==> src/rtl/controller_sequencer.sv <==
// SAP-1 control sequencer: six-step one-hot ring plus a terminal HALT state.
// Decodes the IR opcode in T4-T6 and drives every datapath control line and alu_op.
module controller_sequencer #(
  parameter int T_STATES = 6
) (
  input  logic                clk,
  input  logic                rst_n,
  input  logic                run,
  input  logic [7:0]          instr,
  output logic                pc_out,
  output logic                pc_inc,
  output logic                mar_load,
  output logic                mem_out,
  output logic                ir_load,
  output logic                ir_out,
  output logic                a_load,
  output logic                a_out,
  output logic                b_load,
  output logic                alu_out,
  output logic                out_load,
  output logic [2:0]          alu_op,
  output logic [T_STATES-1:0] t_state,
  output logic                halted
);

  localparam int T1 = 0;
  localparam int T2 = 1;
  localparam int T3 = 2;
  localparam int T4 = 3;
  localparam int T5 = 4;
  localparam int T6 = 5;

  localparam logic [3:0] OP_LDA = 4'h0;
  localparam logic [3:0] OP_ADD = 4'h1;
  localparam logic [3:0] OP_SUB = 4'h2;
  localparam logic [3:0] OP_AND = 4'h3;
  localparam logic [3:0] OP_OR  = 4'h4;
  localparam logic [3:0] OP_XOR = 4'h5;
  localparam logic [3:0] OP_OUT = 4'hE;
  localparam logic [3:0] OP_HLT = 4'hF;

  logic [T_STATES-1:0] ring_q, ring_d;
  logic                halt_q, halt_d;
  logic [3:0]          opc;
  logic                is_alu;
  logic                enable;
  logic                unused_operand;

  assign opc            = instr[7:4];
  assign unused_operand = ^instr[3:0];
  assign is_alu         = (opc >= OP_ADD) && (opc <= OP_XOR);
  assign enable         = rst_n && !halt_q && run;

  always_ff @(posedge clk or negedge rst_n) begin
    if (!rst_n) begin
      ring_q <= T_STATES'(1);
      halt_q <= 1'b0;
    end else begin
      ring_q <= ring_d;
      halt_q <= halt_d;
    end
  end

  // HLT leaves the ring empty so t_state reads zero for as long as we are halted.
  always_comb begin
    ring_d = ring_q;
    halt_d = halt_q;
    if (!halt_q && run) begin
      if (ring_q[T4] && (opc == OP_HLT)) begin
        ring_d = '0;
        halt_d = 1'b1;
      end else begin
        ring_d = {ring_q[T_STATES-2:0], ring_q[T_STATES-1]};
      end
    end
  end

  always_comb begin
    pc_out   = 1'b0;
    pc_inc   = 1'b0;
    mar_load = 1'b0;
    mem_out  = 1'b0;
    ir_load  = 1'b0;
    ir_out   = 1'b0;
    a_load   = 1'b0;
    a_out    = 1'b0;
    b_load   = 1'b0;
    alu_out  = 1'b0;
    out_load = 1'b0;
    alu_op   = 3'b111;
    // alu_op stays valid through a stall so the ALU result is stable when run returns.
    if (rst_n && !halt_q && is_alu && (ring_q[T4] || ring_q[T5] || ring_q[T6])) begin
      alu_op = opc[2:0] - 3'd1;
    end
    if (enable) begin
      if (ring_q[T1]) begin
        pc_out   = 1'b1;
        mar_load = 1'b1;
      end
      if (ring_q[T2]) begin
        pc_inc = 1'b1;
      end
      if (ring_q[T3]) begin
        mem_out = 1'b1;
        ir_load = 1'b1;
      end
      if (ring_q[T4]) begin
        case (opc)
          OP_LDA, OP_ADD, OP_SUB, OP_AND, OP_OR, OP_XOR: begin
            ir_out   = 1'b1;
            mar_load = 1'b1;
          end
          OP_OUT: begin
            a_out    = 1'b1;
            out_load = 1'b1;
          end
          default: ;
        endcase
      end
      if (ring_q[T5]) begin
        if (opc == OP_LDA) begin
          mem_out = 1'b1;
          a_load  = 1'b1;
        end else if (is_alu) begin
          mem_out = 1'b1;
          b_load  = 1'b1;
        end
      end
      if (ring_q[T6] && is_alu) begin
        alu_out = 1'b1;
        a_load  = 1'b1;
      end
    end
  end

  assign t_state = ring_q;
  assign halted  = halt_q;

  // Only one driver may own the shared bus in any cycle.
  a_bus_exclusive: assert property (@(posedge clk) disable iff (!rst_n)
    $onehot0({pc_out, mem_out, ir_out, a_out, alu_out}));

endmodule

==> config.mk <==
export PLATFORM = sky130hd
export DESIGN_NAME = controller_sequencer
export DESIGN_NICKNAME = d
export VERILOG_FILES = /design/src/rtl/controller_sequencer.sv
export SDC_FILE = /design/constraint.sdc
export NUM_CORES = 1
export LEC_CHECK = 0
export BUFFER_PORTS_ARGS = -buffer_cell sky130_fd_sc_hd__buf_2
export CAP_MARGIN = 20
export CORE_AREA = 2 2 39 41
export CTS_CLUSTER_DIAMETER = 30
export DETAILED_ROUTE_END_ITERATION = 8
export DIE_AREA = 0 0 41 43
export GPL_TIMING_DRIVEN = 0
export PLACE_DENSITY = 0.88
export SETUP_SLACK_MARGIN = 0.4
export SYNTH_ARGS = -nofsm -noshare
export SYNTH_HDL_FRONTEND = slang
export SYNTH_SLANG_ARGS = --single-unit
==> constraint.sdc <==
create_clock -name clk -period 2.45 [get_ports clk]
set_input_delay 0.49 -clock clk [delete_from_list [all_inputs] [get_ports clk]]
set_output_delay 0.49 -clock clk [all_outputs]
set_load 0.01 [all_outputs]
==> results of run 1 <==
==> worst max-delay path, cell delays in order <==
cell	delay (ns)
buf_2	0.12
inv_2	0.09
ha_4	0.17
or3b_1	0.35
nand3_1	0.09
a21oi_1	0.06
buf_2	0.14
==> layer usage <==
| layer | global-route usage | up-vias |
|---|---|---|
| li1 | - | 295 |
| met1 | 0.212 | 275 |
| met2 | 0.272 | 22 |
| met3 | 0.0157 | 4 |
| met4 | 0.120 | 0 |
| met5 | 0 | - |
==> report_power, final <==
group,leakage [nW],total [mW],switching [mW],internal [mW]
clock,0.0150,0.105,0.0427,0.0622
sequential,0.0932,0.187,0.0377,0.149
combinational,0.319,0.187,0.0953,0.0921
total,0.428,0.479,0.176,0.303
==> repair_timing <==
item                       4_1_cts  5_1_grt
pin swaps                        2        0
setup endpoints to repair        2        5
hold endpoints to repair         0        0
resized for setup                4        3
setup buffers                    1        0
hold buffers                     0        0
==> logic make-up (layout without fill, tap and decap cells) <==
kind of cell / after synthesis / after routing / share of synthesized area
adder cells (fa/ha/maj): 5 / 5 / 0.105
buffers and inverters: 8 / 38 / 0.0777
AND/OR/NAND/NOR: 33 / 33 / 0.317
flip-flops: 7 / 7 / 0.296
AO/OA/AOI/OAI: 14 / 14 / 0.176
XOR/XNOR: 1 / 1 / 0.0273
==> placed cells by master, fill, tap and decap left out, types with 2 or more instances in the layout <==
| cell type | Yosys | routed |
|---|---|---|
| buf_4 | 2 | 4 |
| inv_1 | 4 | 2 |
| dfrtp_1 | 6 | 6 |
| o21ai_0 | 2 | 2 |
| a22o_1 | 4 | 4 |
| a21oi_1 | 2 | 2 |
| clkbuf_4 | 0 | 3 |
| o31ai_1 | 2 | 2 |
| nor2_1 | 6 | 6 |
| nand3b_1 | 2 | 2 |
| buf_2 | 1 | 25 |
| ha_1 | 5 | 3 |
| nand2_1 | 7 | 7 |
| nand3_1 | 3 | 3 |
| inv_2 | 0 | 2 |
| nor2_2 | 2 | 2 |
==> area by class of cell <==
type | count | area [um^2] | area share
clock buffer | 4 | 26.3 | 0.0327
inverter | 4 | 15.0 | 0.0187
multi-input combinational | 53 | 399 | 0.497
buffer | 4 | 31.3 | 0.0389
sequential | 7 | 176 | 0.220
tap | 16 | 20.0 | 0.0249
timing repair buffer | 26 | 135 | 0.168
==> per-stage QoR <==
step / cells / area, um^2 / utilization / hold slack, ns
after floorplan: 68 / 596 / - / 0.194
after global placement: 109 / 741 / 0.535 / 0.337
after detailed placement: 109 / 741 / 0.535 / 0.348
after CTS: 114 / 790 / 0.571 / 0.0766
after global routing: 114 / 803 / 0.580 / 0.0754
final: 114 / 803 / 0.580 / 0.0748
==> flip-flops by register name, summed over array words and instances, names as in the netlist <==
name,count
t_state,6
halted,1
==> worst max path at each step <==
stage / cells after the start / to / startpoint
global placement: 7 / b_load / instr[4]
floorplan: 5 / b_load / instr[4]
CTS: 7 / mem_out / instr[5]
finish: 7 / mem_out / instr[5]
detailed placement: 7 / b_load / instr[4]
global route: 7 / b_load / instr[5]
==> results summary, run 1 <==
The flow ran to the end, and the final reports show no timing, DRC or antenna violations. Across the VDD grid, the largest voltage drop is about 0.00020 V. After detailed routing, the average wire length per cell comes to approximately 12 um. The first global-routing pass estimated 2110 um of wire. The worst register-to-register path begins at halted. Before CTS, the worst setup slack after placement is approximately 0.36 ns. The initial antenna violation count came out at 0.

The setup TNS is 0 ns. The power per cell area is about 600 nW/um^2. Counting I/O delays and the setup requirement, the final critical path takes between 2 and 2.5 ns. The endpoint identified for the worst register-to-register timing path is t_state[1]. The number of warnings reported in the yosys synthesis log is 0.

The total chip power came out at approximately 0.48 mW. The height of the die came out at 43 um. By area the synthesized netlist is led by dfrtp_1 (25%), ha_1 (11%), a22o_1 (5.9%).

The average cell area after synthesis came out at a little under 9 um^2. The worst-case reg-to-reg path depth is 4. The number of port buffers came out at 25. The overall overflow remaining after global route came out at 0. The overall routed net length came out at approximately 1300 um. Measured along the x axis, the die boundary spans 41 um. The via total after detailed routing is ~600. TritonCTS built the clock tree. The count of endpoints failing hold in the final timing report is 0. The register area share after synthesis came out at 0.296. After synthesis, the share of flip-flops with an asynchronous set or reset is 1.00. The H-tree depth reported by CTS came out at 1. The number of flops mapped to enable cells by yosys came out at 0. The area of the mapped netlist is roughly 600 um^2.

The via density per instance is about 5.2. The maximum frequency from static timing analysis came out at approximately 500 MHz. The max-slew violation total from the final report came out at 0. In the final layout, the share of cells above drive strength 1 is 0.459. The clock latency on the worst-skew pair is between 0.2 and 0.3 ns. The clock tree buffer depth is 2. After detailed routing, the number of remaining DRC violations is 0.

The slew of the pin with the lowest slew margin came out at 0.215 ns. STA classifies the critical path startpoint as an input port. The required time of the worst setup path came out at ~2.0 ns. The path type of the worst min-delay path is input port to asynchronous set/reset pin.

The worst setup path is captured at a primary output. In this run the worst path has a maximum fanout of 3. The via count of the first global-routing pass is between 500 and 600.

After synthesis, the netlist uses 34 different library cells. The clock drives 7 sinks. For this run, the leading register cell type out of synthesis is dfrtp_1. The met2 wirelength from detailed routing came out at 654 um. Before antenna repair, the detailed router went through 4 iterations. The sum of met3 wire segment lengths after detailed routing came out at roughly 94 um. The met1 wire length is 536 um. Buffers inserted during clock tree synthesis total 3. The area added between synthesis and finish came out at 34.9%. Setup repair after global routing left no endpoint under its margin.

Clock-pin slew was measured on the worst setup and hold paths at approximately 0.050 ns. In the finished design, the share of the clock period the worst path needs comes to 0.818. Summed over all instances, the cell type with the most area after synthesis is dfrtp_1.

The floorplan has 14 rows. The worst pin sits at a relative slew slack of 0.856. Setup violations remaining at the end of the flow were counted as 0.

The data arrival time of the critical path is about 1.5 ns. The tree is rooted in a clkbuf_4. The clock tree skew after final layout came out at 0.000218 ns.

The die footprint came out at 1760 um^2. The reported max-cap violation count came out at 0. The worst register-to-register path has a setup slack of approximately 1.3 ns. The total nets after synthesis is 84. The placeable core region came out at about 1400 um^2. The top cell type's share of synthesized area came out at 0.252. The final setup slack of the worst path is around 0.45 ns. The critical path is of the input port to primary output type. The synthesized netlist cell count is 68. The final layout net count is roughly 120. The final estimated routing congestion in global placement is 0.772.

The number of antenna diodes came out at 0. Summed over all cells, the static leakage comes to about 0.43 nW. For this design the top-level I/O count stands at 32. The post-DP HPWL is 1040 um.

The initial cell density of the core is 0.430. The number of storage elements in the synthesis netlist is 7. Counting instances in the post-synthesis netlist gives the leading cell types as nand2_1 (7), dfrtp_1 (6), nor2_1 (6). The most numerous cell in the Yosys netlist is nand2_1. Signal routing reaches up to met4. The violation count after the first detailed-route iteration came out at 3.

For this run, the total global-route usage over all layers was measured as 0.174. The antenna violation net count after detailed routing came out at 0. The total of fill cells in the finished design came out at 143. The maximum number of pins on one net before global-route repair came out at 11.
Note: power is estimated with default switching activity, not from simulation.
==> run 2, diff against run 1 <==
Settings changed: ABC_AREA set to 1, CORE_AREA 2 2 39 41 to unset, CORE_UTILIZATION set to 38, DIE_AREA 0 0 41 43 to unset, PLACE_DENSITY 0.88 to 0.81.
Clock period 2.45 ns to 1.7 ns, I/O delays scaled along.
==> results summary, run 2 <==
The run finished with clean final reports. The die footprint came out at 1700 um^2 (-3.7%). The initial cell density of the core came out at 0.428 (-0.00272). The via density per instance is 4.97 (-4.9%). The area added between synthesis and finish is 55.2%.

The clock tree skew after final layout came out at 0.00245 ns (+0.00223 ns). The power per cell area came out at 413 nW/um^2 (-31%). The number of storage elements in the synthesis netlist came out at 7 (unchanged). TritonCTS built the clock tree. Counting I/O delays and the setup requirement, the final critical path takes ~1.6 ns.

The most used flip-flop cell after synthesis is dfrtp_1. The async set or reset register ratio after synthesis came out at 1.00 (unchanged). The initial antenna violation count is 0 (unchanged).

The height of the die came out at 41.2 um (-4.2%). The biggest fanout along the worst timing path is 4 (+1). The max-slew violation total from the final report came to 0 (unchanged).

The area used by sequential logic in the layout came to 176 um^2 (unchanged). The data arrival time of the critical path is 1.31 ns (-0.20 ns). The number of sinks driven by the clock tree is 7 (unchanged). The detailed-router iteration count before antenna repair came out at 4 (unchanged). The number of remaining DRC errors is 0 (unchanged).

The overall routed net length was 1520 um (+15%). The final design utilization came to 0.664 (+0.0834). The worst vdd rail ir drop was 0.000328 V (+62%). STA classifies the critical path startpoint as a flip-flop. The number of different library cells in the post-synthesis netlist came out at 18 (-47%). In the layout the commonest cells are buf_2 (23), nand2_1 (17), inv_1 (12), buf_4 (8), dfrtp_1 (6). The average cell area after synthesis came out at 6.87 um^2 (-22%). The placeable core region came out at 1370 um^2 (-1.3%). The antenna violation net count after detailed routing is 0 (unchanged). The clock tree buffer depth is 2 (unchanged).

The area of the mapped netlist came out at 584 um^2 (-1.9%). The average wire per standard cell is 11.1 um (-4.1%). The count of final setup violators is 0 (unchanged). The number of flops mapped to enable cells by yosys came out at 0 (unchanged).

The boundary pin count came out at 32 (unchanged). The number of warnings reported in the yosys synthesis log was 0 (unchanged). The register area share after synthesis came out at 0.302 (+0.00571).

The filler-free cell count of the finished design came out at 137 (+20%). The required time of the worst setup path is 1.36 ns (-0.60 ns). The flip-flop count of the largest register, all copies and words added came to 6 (unchanged). The final instance area was 907 um^2 (+13%). The number of port buffers is 27 (+8.0%). The commonest cells after synthesis are nand2_1 (22), inv_1 (15), nand3_1 (7), nor2_1 (7), dfrtp_1 (6). The via count of the first global-routing pass is 513 (-0.97%). The maximum number of pins on one net before global-route repair came out at 11 (unchanged). After synthesis, the cell types taking the most area are dfrtp_1 (26%), nand2_1 (14%), ha_1 (11%). The portion of the clock cycle consumed by the worst path in the final layout came out at 0.970. The reported max-cap violation count came out at 0 (unchanged). The horizontal extent of the die is 41.2 um (+0.51%).

The first-pass GRT wire length came out at 2020 um (-4.3%). The instance count after placement with tap cells included is 127 (+17%). The count of endpoints failing hold in the final timing report is 0 (unchanged). The min-delay analysis places its worst path in the category input port to asynchronous set/reset pin. The overall global routing resource usage is 0.187 (+0.0123). The number of antenna diodes came out at 0 (unchanged). The setup TNS came to 0 ns (unchanged). The tree is rooted in a clkbuf_4. The critical path in this run is classified as flip-flop to primary output. The total nets after synthesis came to 101 (+20%). The post-placement worst setup slack is 0.0312 ns (-0.329 ns). The synthesized netlist cell count came to 85 (+25%). Setup repair after global routing could not meet its margin everywhere. The maximum frequency from static timing analysis came out at ~610 MHz. The placement-stage cell area is 786 um^2 (+6.1%).

The slew of the pin with the lowest slew margin came out at 0.294 ns (+0.0792 ns). The fraction of layout cells with a size suffix above 1 came to 0.525 (+0.0654). The H-tree depth reported by CTS came out at 1 (unchanged). The most numerous cell in the Yosys netlist is nand2_1. The top cell type's share of synthesized area is 0.257 (+0.00486). The clock latency on the worst-skew pair is 0.24 ns (about the same).

The final estimated routing congestion in global placement is 0.798 (+3.5%). The post-DP HPWL came to 1130 um (+8.4%). The CTS buffer count is 3 (unchanged). The clock transition at the registers of the reported paths came out at 0.05 ns (about the same). The relative max-transition margin came out at 0.803 (-0.0522). STA classifies the critical path endpoint as a primary output. The final layout net count came out at 139 (+21%).

The leakage power came out at 0.492 nW (+15%). The final setup slack of the worst path was 0.0509 ns (-0.396 ns). The via total after detailed routing is 681 (+14%). The violation count after the first detailed-route iteration came out at 14 (+11).

The number of placement rows is 13 (-1). The overall overflow remaining after global route is 0 (unchanged). Leaving out fill and tap cells, the most frequent cell in the layout is buf_2. The total of fill cells in the finished design came out at 113 (-21%). The largest total area in the synthesized netlist belongs to dfrtp_1.

The area of the multi-input gates is 394 um^2 (-1.3%).
run 2: cell types whose count changed in the layout (fill, tap and decap cells not counted), moves of 3 or more:
cell | before | now
nor2_4 | 0 | 3
nand4_1 | 1 | 4
buf_4 | 4 | 8
nand3_2 | 0 | 3
a22o_1 | 4 | 0
inv_1 | 2 | 12
nand2_1 | 7 | 17
o22ai_1 | 0 | 3
nand2_2 | 1 | 4
o21ai_1 | 0 | 3
run 2: worst paths after layout:
check / start / end / slack, ns / cells after the start
hold / removal: rst_n / t_state[0] / 0.05 / 1
setup reg to reg: halted / t_state[5] / 0.46 / 8
min in group clk: t_state[0] / t_state[0] / 0.51 / 2
hold reg to reg: t_state[0] / t_state[0] / 0.51 / 2
max in group asynchronous: rst_n / t_state[1] / 0.93 / 2
setup / recovery: halted / a_load / 0.05 / 5
run 2: stage by stage:
stage	power (mW)	hold slack [ns]
6_report	0.375	0.0505
5_1_grt	0.399	0.0367
4_1_cts	0.375	0.0459
3_5_place_dp	0.224	0.185
3_3_place_gp	0.222	0.183
2_1_floorplan	0.203	0.0444
run 2: where the power goes:
part,internal [mW],switching [mW]
registers,0.167,0
logic,0.0221,0.0385
clock network,0.0894,0.0579
run 2: area by class of cell:
cell class | count | share of cell area
multi-input combinational | 58 | 0.434
clock buffer | 4 | 0.0290
tap | 15 | 0.0207
sequential | 7 | 0.194
timing repair buffer | 33 | 0.221
inverter | 18 | 0.0800
buffer | 2 | 0.0207
run 2: cell families after synthesis:
logic type | after synthesis | synth area share
simple gates | 44 | 0.358
buf+inv | 20 | 0.148
compound gates | 9 | 0.0856
flops | 7 | 0.302
fa+ha+maj | 5 | 0.107
run 2: critical path, stage by stage (launching register included):
cell and delay, ns:
dfrtp_1 0.40, buf_4 0.15, nor2_4 0.11, nand2_4 0.08, o22ai_2 0.17, buf_2 0.15
run 2: per-layer routing:
metal	track usage	vias to the layer above	share of wire
met1	0.233	302	0.43
met5	0	-	0
li1	-	344	-
met3	0.0380	4	0.061
met4	0.0645	0	0.012
met2	0.316	31	0.49
run 2: what timing repair did:
| item | CTS | global route |
|---|---|---|
| setup buffers | 4 | 1 |
| endpoints found under the hold margin | 6 | 0 |
| hold buffers | 1 | 0 |
| gates resized for setup | 4 | 10 |
| pin swaps | 5 | 7 |
| setup endpoints to repair | 14 | 14 |
==> run 3, diff against run 2 <==
Settings changed: PLACE_DENSITY 0.81 to 0.77.
==> results summary, run 3 (synthesized netlist as in run 2, its figures left out) <==
The flow ran to the end, and the final reports show no timing, DRC or antenna violations. The violation count after the first detailed-route iteration came to 19 (+5). STA classifies the critical path endpoint as a primary output.

The slowest stage of the critical path belongs to the cell dfrtp_1. The final layout net count was 142 (+2.2%). The final setup slack of the worst path came out at 0.0218 ns (-0.0291 ns).

The detailed-router iteration count before antenna repair is 4 (unchanged). The initial cell density of the core came out at 0.428 (unchanged). The clock transition at the registers of the reported paths is 0.06 ns (about the same).

The die footprint came out at 1700 um^2 (unchanged). The longest individual stage delay on the worst path is 0.40 ns (about the same). The number of buffer and inverter instances along the worst setup path is 3 (+1). The final instance area is 990 um^2 (+9.1%). The area of the multi-input gates is 422 um^2 (+7.0%). The overall overflow remaining after global route came to 0 (unchanged). In this design, the largest share of critical-path delay is due to simple AND/OR/NAND/NOR gates. The clock latency on the worst-skew pair is 0.26 ns (+0.02 ns). The filler-free cell count of the finished design was 140 (+2.2%). The initial antenna violation count came out at 0 (unchanged). The buffer cell driving the clock tree root is clkbuf_4. The clock tree skew after final layout came out at 0.0109 ns (+0.00842 ns). The boundary pin count is 32 (unchanged). The worst setup path is of the flip-flop to primary output kind.

The max-slew violation total from the final report was 0 (unchanged). The overall global routing resource usage is 0.255 (+0.0683). The number of remaining DRC errors came to 0 (unchanged). The slew of the pin with the lowest slew margin is 0.289 ns (-0.00499 ns).

The required time of the worst setup path is 1.36 ns (about the same). The post-placement worst setup slack was 0.0368 ns (+0.00561 ns). The worst-case hold slack was 0.0484 ns (-0.00214 ns). The post-DP HPWL came to 1230 um (+8.6%).

The sort of element at the start of the critical path is a flip-flop. The first-pass GRT wire length is 2710 um (+34%). The count of endpoints failing hold in the final timing report came out at 0 (unchanged). Traced cell by cell, the critical path runs through inv_2, nand2_4, nor2_4, nand2_2, nor2_4, buf_6, buf_6. The worst vdd rail ir drop is 0.000373 V (+14%). The count of final setup violators came out at 0 (unchanged). The number of placement rows is 13 (unchanged). Setup repair after global routing could not meet its margin everywhere. The worst hold path belongs to the class input port to asynchronous set/reset pin. The biggest fanout along the worst timing path is 5 (+1). The minimum clock period after layout came out at 1.68 ns (+0.0291 ns). The number of antenna diodes is 0 (unchanged). The data arrival time of the critical path is 1.34 ns (+0.03 ns). The average wire per standard cell came to 13.5 um (+22%).

The area added between synthesis and finish is 69.4%. TritonCTS built the clock tree. The area used by sequential logic in the layout is 178 um^2 (+0.71%). The via count of the first global-routing pass is 627 (+22%). The via total after detailed routing is 735 (+7.9%). The clock tree buffer depth is 2 (unchanged).

The maximum frequency from static timing analysis came out at 596 MHz (-1.7%). The worst-case reg-to-reg path depth is 8 (unchanged). The instance count after placement with tap cells included is 127 (unchanged). The leakage power was 0.521 nW (+5.8%).

Leaving out fill and tap cells, the most frequent cell in the layout is buf_2. The placeable core region came to 1370 um^2 (unchanged). The H-tree depth reported by CTS was 1 (unchanged). The flip-flop count of the largest register, all copies and words added came out at 6 (unchanged). The maximum number of pins on one net before global-route repair came out at 11 (unchanged). The horizontal extent of the die came to 41.2 um (unchanged).

The via density per instance is 5.25 (+5.6%). The total of fill cells in the finished design came out at 110 (-2.7%). The relative max-transition margin is 0.807 (+0.00333). The number of gates on the worst path with buffers counted came out at 7 (+2). The placement-stage cell area is 786 um^2 (unchanged). The number of sinks driven by the clock tree is 7 (unchanged).

The reported max-cap violation count is 0 (unchanged). The portion of the clock cycle consumed by the worst path in the final layout is 0.987 (+0.0171). The height of the die came out at 41.2 um (unchanged). The power per cell area was 402 nW/um^2 (-2.8%). The fraction of layout cells with a size suffix above 1 came out at 0.576 (+0.0514).

The final estimated routing congestion in global placement is 0.736 (-7.8%). The antenna violation net count after detailed routing came to 0 (unchanged). The number of port buffers is 27 (unchanged). The CTS buffer count is 3 (unchanged). In the layout the commonest cells are buf_2 (23), nand2_1 (15), inv_1 (11), buf_4 (8), nand2_2 (6).

The overall routed net length is 1890 um (+24%).
## run 3: cell count changes in the layout (fill, tap and decap cells not counted), moves of 2 or more
cell / change
nand2_2: +2
ha_2: -2
inv_4: -2
o21ai_1: -2
nand2_1: -2
## run 3: area by class of cell
type	count	share of cell area
Buffer	2	0.0228
Inverter	18	0.0809
Sequential cell	7	0.180
Tap cell	15	0.0190
Timing Repair Buffer	36	0.245
Clock buffer	4	0.0265
Multi-Input combinational cell	58	0.426
## run 3: path summary, 6_finish.rpt
| kind | end | slack [ns] | startpoint |
|---|---|---|---|
| max reg2reg | t_state[2] | 0.43 | halted |
| min | t_state[0] | 0.05 | rst_n |
| min reg2reg | t_state[3] | 0.56 | t_state[2] |
| max | out_load | 0.02 | halted |
| min in group clk | t_state[3] | 0.56 | t_state[2] |
| max in group asynchronous | t_state[3] | 0.92 | rst_n |
## run 3: where the power goes
part	leakage [nW]	internal, mW	switching [mW]	total, mW
Sequential	0.0663	0.167	0	0.167
Clock	0.0150	0.0900	0.0675	0.157
Combinational	0.440	0.0300	0.0432	0.0731
## run 3: metrics by stage
step	utilization	power, mW	TNS (ns)
after global routing	0.724	0.416	-0.179
after CTS	0.675	0.393	0
after global placement	0.575	0.222	0
after detailed placement	0.575	0.224	0
final	0.724	0.397	0
after floorplan	-	0.203	0
## run 3: what timing repair did
action / 4_1_cts / 5_1_grt
hold buffers: 1 / 0
endpoints found under the hold margin: 6 / 0
resized for setup: 18 / 11
setup buffers: 5 / 3
endpoints found under the setup margin: 14 / 16
pin swaps: 4 / 8
## run 3: metal layers
metal | global-route usage | routed length [um] | part of all wire | vias to the layer above
li1 | - | - | - | 348
met1 | 0.301 | 781 | 0.41 | 344
met2 | 0.445 | 944 | 0.50 | 35
met3 | 0.0380 | 106 | 0.056 | 8
met4 | 0.121 | 58 | 0.031 | 0
met5 | 0 | 0 | 0 | -
